`config.mk`:
```
export PLATFORM = sky130hd
export DESIGN_NAME = logic_serial_seq
export DESIGN_NICKNAME = d
export VERILOG_FILES = /design/src/rtl/logic_serial_seq.sv
export SDC_FILE = /design/constraint.sdc
export NUM_CORES = 1
export LEC_CHECK = 0
export BUFFER_PORTS_ARGS = -buffer_cell sky130_fd_sc_hd__buf_2
export CORE_MARGIN = 8
export CORE_UTILIZATION = 54
export DETAILED_ROUTE_END_ITERATION = 8
export PLACE_DENSITY = 0.92
export SLEW_MARGIN = 25
export SYNTH_ARGS = -nofsm -noshare
export SYNTH_HDL_FRONTEND = slang
export SYNTH_SLANG_ARGS = --single-unit
export TNS_END_PERCENT = 10
```
`constraint.sdc`:
```
create_clock -name clk -period 2.8 [get_ports clk]
set_clock_uncertainty 0.2 [all_clocks]
set_input_delay 0.56 -clock clk [delete_from_list [all_inputs] [get_ports clk]]
set_output_delay 0.56 -clock clk [all_outputs]
set_load 0.01 [all_outputs]
```
`src/rtl/logic_serial_seq.sv`:
```
// Bit-serial AND/OR/XOR/NOT sequencer: one result bit per clock, LSB first.
// Result assembles in a right-shifting register; done strobes with a zero flag.
module logic_serial_seq #(
    parameter int N = 4
) (
    input  logic         clk,
    input  logic         reset,
    input  logic         start,
    input  logic [N-1:0] a,
    input  logic [N-1:0] b,
    input  logic [1:0]   s,
    output logic         busy,
    output logic         done,
    output logic [N-1:0] result,
    output logic         zero
);

    localparam int CW = $clog2(N);

    localparam logic [1:0] S_IDLE = 2'd0;
    localparam logic [1:0] S_RUN  = 2'd1;
    localparam logic [1:0] S_DONE = 2'd2;

    localparam logic [CW-1:0] CNT_LAST = CW'(N - 1);

    logic [1:0]    state_q, state_d;
    logic [N-1:0]  op_a_q, op_a_d;
    logic [N-1:0]  op_b_q, op_b_d;
    logic [1:0]    op_q, op_d;
    logic [CW-1:0] cnt_q, cnt_d;
    logic [N-1:0]  result_q, result_d;
    logic          zero_q, zero_d;
    logic          busy_q, busy_d;
    logic          done_q, done_d;
    logic          fbit;
    logic [N-1:0]  shifted;

    always_comb begin
        fbit = 1'b0;
        case (op_q)
            2'b00:   fbit = op_a_q[0] & op_b_q[0];
            2'b01:   fbit = op_a_q[0] | op_b_q[0];
            2'b10:   fbit = op_a_q[0] ^ op_b_q[0];
            default: fbit = ~op_a_q[0];
        endcase
    end

    // New bit enters at the MSB so the first-computed bit ends up in bit 0.
    assign shifted = {fbit, result_q[N-1:1]};

    always_comb begin
        state_d  = state_q;
        op_a_d   = op_a_q;
        op_b_d   = op_b_q;
        op_d     = op_q;
        cnt_d    = cnt_q;
        result_d = result_q;
        zero_d   = zero_q;
        case (state_q)
            S_IDLE: begin
                if (start) begin
                    state_d  = S_RUN;
                    op_a_d   = a;
                    op_b_d   = b;
                    op_d     = s;
                    cnt_d    = '0;
                    result_d = '0;
                end
            end
            S_RUN: begin
                result_d = shifted;
                op_a_d   = op_a_q >> 1;
                op_b_d   = op_b_q >> 1;
                cnt_d    = cnt_q + CW'(1);
                if (cnt_q == CNT_LAST) begin
                    state_d = S_DONE;
                    zero_d  = (shifted == '0);
                end
            end
            S_DONE: begin
                state_d = S_IDLE;
            end
            default: begin
                state_d = S_IDLE;
            end
        endcase
        busy_d = (state_d == S_RUN);
        done_d = (state_d == S_DONE);
    end

    always_ff @(posedge clk) begin
        if (reset) begin
            state_q  <= S_IDLE;
            op_a_q   <= '0;
            op_b_q   <= '0;
            op_q     <= 2'b00;
            cnt_q    <= '0;
            result_q <= '0;
            zero_q   <= 1'b0;
            busy_q   <= 1'b0;
            done_q   <= 1'b0;
        end else begin
            state_q  <= state_d;
            op_a_q   <= op_a_d;
            op_b_q   <= op_b_d;
            op_q     <= op_d;
            cnt_q    <= cnt_d;
            result_q <= result_d;
            zero_q   <= zero_d;
            busy_q   <= busy_d;
            done_q   <= done_d;
        end
    end

    assign busy   = busy_q;
    assign done   = done_q;
    assign result = result_q;
    assign zero   = zero_q;

endmodule

```
* Word-level counts from Yosys, hierarchy flattened *
Cells that the tools add are included.

word-level totals
  input port bits = 13
  register bits after elaboration = 21
  logic and storage cells = 40
  output and inout port bits = 7

operators by class
  eq/ne operators = 7
  add/sub/neg operators = 1
  multiplexer cells = 12
  reductions and logical operators = 7
  bitwise logic cells = 4

operator list
  cell                                                  count
  case mux 4 bit (2 select lines)                       3
  2-to-1 mux 4 bit                                      3
  case mux 2 bit (2 select lines)                       2
  equality test 2 x 1 -> 1 bit (second input constant)  3
  equality test 2 bit (second input constant)           3
  2-to-1 mux 2 bit                                      3
  AND reduction 2 bit                                   3
  logical NOT 2 bit                                     2
  logical NOT 4 bit                                     1
  case mux 1 bit (3 select lines)                       1
  adder 2 x 1 -> 2 bit (second input constant)          1
  inequality test 2 bit (second input constant)         1
  nonzero test 2 bit                                    1
  AND 1 bit                                             1
  NOT 1 bit                                             1
  bitwise OR 1 bit                                      1
  bitwise XOR 1 bit                                     1

* Logic depth before layout (Yosys ltp) *
  depth after elaboration = 4
  gate-level depth with buffers = 5
  gate-level depth less buffers = 5

* Least setup slack after synthesis *
OpenSTA, ideal clock, no wires.

  path type = register to register
  from = register op_a_q[0]
  to = register zero_q (netlist: zero)
  buffers on the path = 0
  cell stages (with the launch flop) = 6
  period minus slack after synthesis = 1.639 ns
  data arrival time = 1.322 ns
  setup slack = 1.161 ns
  data required time = 2.483 ns
  setup time = 0.117 ns
  path through = dfxtp_1 -> inv_1 -> ha_1 -> inv_1 -> mux4_2 -> a32o_1

between the ends
  word-level cells in the longest chain between the ends = 3
  elaborated cells on any way between the ends = 6
  those cells by class = 1 x mux; 4 x bitwise; 1 x reduce/logical

RTL lines
  item                                       line  source
  from (decl)                                27    logic [N-1:0] op_a_q, op_a_d;
  from (signal assigned)                     104   op_a_q <= op_a_d;
  bitwise XOR 1 bit (tied with other cells)  43    2'b10: fbit = op_a_q[0] ^ op_b_q[0];
  case mux 1 bit (3 select lines) (*)        40    case (op_q)
  logical NOT 4 bit (*)                      77    zero_d = (shifted == '0);
  to (signal assigned)                       109   zero_q <= zero_d;
  to (decl)                                  32    logic zero_q, zero_d;

Every way passes the cells marked *; elsewhere a longest branch is shown, timed or not.
A chain may end at the register's enable or synchronous reset.

* Final worst setup path *
Ends and elaborated chain as after synthesis.

==> flow_summary.yaml <==
die:
  die_area_um2: 3200
  floorplan.rows: 14
  io_pins: 20
  start_util: 0.583
  die_width_um: 56.6
  die-height_um: 56.6
  core_um2: 1520
routing:
  post-route-drc-count: 0
  detail_route.wl_per_cell_um: 14.0
  detail_route.vias_per_cell: 5.50
  via_count: 687
  detail_route.first_pass.iterations: 4
  ant_nets: 0
  detailedRoute.firstIterationViolations: 26
  totalWireLength_mm: 1.75
sta:
  max-slew-margin-rel: 0.631
  finalHoldViolCount: 0
  time_the_final_worst_path_needs_with_i_o_delays_and_setup_ns: 1.75
  worst-slew-pin-transition_ns: 0.552
  final.setup.tns_ns: 0
  maxSlewViolCount: 0
  finalSetupViolations: 0
  final_clock_period_utilization_by_the_worst_path: 0.624
  grt_setup_unrepaired: "no"
  setup_slack_after_layout_ns: 1.05
  timing.fmax_mhz: 572
placement:
  gp_routability_congestion: 0.765
  post-dp-hpwl_mm: 1.29
  detailedPlace.worstSlack_ns: 0.920
  io_buffers: 19
pwr:
  power.leakage_uw: 0.000459
  power.ir.vdd_worst_mv: 0.330
  pwr_density_cell_nw_per_um2: 535
cts:
  clk_transition_reported_paths_ns: 0.12
  tritoncts_clock_tree: "yes"
  tritoncts.num_buffers: 3
  cts_resized: 0
  clock_insertion_delay_worst_skew_ns: 0.30
  ctsHoldBuffers: 0
  postCtsSetupBuffers: 0
  ctsLongestPathBuffers: 2
  cts_root_buf: "clkbuf_4"
  clock_sink_count: 21
  cts_max_level: 1
global_routing:
  grt_pass1_vias: 659
  grt_antenna_before_repair: 0
  globalRouteOverflowTotal: 0
  pin_count_of_the_biggest_net_entering_global_routing: 23
  grt_first_pass_wirelength_mm: 2.79
  global_route.usage.total: 0.106
synth:
  synth_cell_type_count: 24
  yosys.area.top_type: "dfxtp_1"
  synthesis.nets: 107
  ys_ff_latch: 21
  synth.cell_area_um2: 888
  mapped_avg_cell_area_um2: 9.76
  synth_top_area_share: 0.473
  synthesized_instance_count: 91
  post_synth_main_area_contributors: "dfxtp_1 47%, mux2i_1 10%, nor2_1 7.2%, a22oi_1 5.1%, a211oi_1 4.2%"
  ys.warnings.count: 0
  yosysSeqAreaShare: 0.473
setup_path:
  path_delay_family: "multiplexers"
  highest_delay_cell_along_the_critical_path: "mux4_2"
  timing.critical_path.required_ns: 2.81
  worst_path_most_repeated_cell: "inv_1"
  timing_worst_setup_path_type: "reg -> reg"
  path_buf_inv: 2
  path_cells: "inv_1, ha_1, inv_1, mux4_2, a32o_1"
  path_max_fanout: 4
  critical_path.endpoint_type: "register"
  slowest_delay_ns: 0.47
  worst-endpoint-arrival_ns: 1.76
  startpoint_type: "register"
outcome:
  status: "finished clean"
cells_and_area:
  layout_cells_sized_above_1: 0.239
  fillCellCount: 124
  final_nets: 126
  num_antenna_cells: 0
  area.growth.synth_to_final_pct: 13.0
flow_run:
  maxCapViolations: 0
worst_hold_path:
  hold_path_class: "in -> reg"
==> registers in the layout, summed over array words and instances, names as in the netlist <==
name / flops
busy: 1
cnt_q: 2
done: 1
op_a_q: 4
op_b_q: 4
op_q: 2
result: 4
state_q: 2
zero: 1
==> cells in the final DEF, fill, tap and decap left out <==
master     n
ha_1       3
nand3b_1   1
mux2i_1    9
nor2b_1    3
nor3b_2    1
dfxtp_1   21
o21a_1     1
a22oi_1    6
nor3_1     3
buf_2     19
nand3_1    1
a32o_1     1
o21bai_2   1
clkbuf_4   3
nand2b_1   1
clkinv_2   1
nor2_1    17
or3_1      1
a211oi_1   5
o31ai_1    1
a21oi_1    2
inv_1      7
mux4_2     1
==> logic make-up (layout without fill, tap and decap cells) <==
group,after synthesis,count (layout),share of synthesized area
simple gates,28,28,0.152
buf+inv,12,30,0.0606
flops,21,21,0.473
compound gates,17,17,0.145
mux,10,10,0.127
fa+ha+maj,3,3,0.0423
==> where the power goes <==
part / switching (uW) / total, uW / internal (uW) / leakage, uW
clock: 92.2 / 146 / 53.4 / 0.0000177
combinational: 35.4 / 66.8 / 31.4 / 0.000270
sequential: 11.3 / 325 / 314 / 0.000172
==> area by class of cell <==
| class | count | area [um2] | share of cell area |
|---|---|---|---|
| flip-flops and latches | 21 | 420 | 0.419 |
| multi-input cells | 58 | 414 | 0.413 |
| repair buffers | 19 | 95.1 | 0.0948 |
| inverters | 7 | 26.3 | 0.0262 |
| clock buffers | 3 | 22.5 | 0.0224 |
| well taps | 16 | 20.0 | 0.0200 |
| clock inverters | 1 | 5.00 | 0.00499 |
==> cell usage after synthesis <==
master,count
nor2b_1,3
nor2_1,17
mux4_2,1
or3_1,1
nor3b_2,1
buf_2,1
buf_1,1
a21oi_1,2
a32o_1,1
nand2b_1,1
o21a_1,1
nand3b_1,1
o31ai_1,1
clkbuf_1,1
a22oi_1,6
mux2i_1,9
dfxtp_1,21
nor3_1,3
a211oi_1,5
inv_1,7
buf_4,2
nand3_1,1
o21bai_2,1
ha_1,3
==> worst register-to-register path, stage by stage, from the launching register on <==
cell	delay [ns]
dfxtp_1	0.39
inv_1	0.07
ha_1	0.28
inv_1	0.03
mux4_2	0.47
a32o_1	0.22
==> path summary, 6_finish.rpt <==
kind                                from                endpoint  slack (ns)  depth (start not counted)
setup / recovery  op_a_q[0]$_SDFFE_PP0P_       zero$_SDFFE_PP0P_        1.05                          5
hold / removal                      a[3]  op_a_q[3]$_SDFFE_PP0P_        0.29                          3
setup reg to reg  op_a_q[0]$_SDFFE_PP0P_       zero$_SDFFE_PP0P_        1.05                          5
hold reg to reg   result[0]$_SDFFE_PP0P_  result[0]$_SDFFE_PP0P_        0.30                          2
==> routing by layer <==
metal | wire (um) | up-vias | global-route usage
li1 | - | 350 | -
met1 | 766 | 310 | 0.119
met2 | 847 | 24 | 0.171
met3 | 109 | 3 | 0.0404
met4 | 21 | 0 | 0.0481
met5 | 0 | - | 0
==> stage by stage <==
| stage | hold WS [ns] | instances | cell area [um2] | utilization | total power, uW |
|---|---|---|---|---|---|
| finish | 0.290 | 125 | 1000 | 0.658 | 537 |
| CTS | 0.284 | 125 | 1000 | 0.658 | 540 |
| floorplan | 0.269 | 91 | 888 | - | 378 |
| global placement | 0.281 | 121 | 976 | 0.640 | 393 |
| detailed placement | 0.284 | 121 | 976 | 0.640 | 398 |
| global route | 0.289 | 125 | 1000 | 0.658 | 560 |
(Power assumes the default switching activity.)
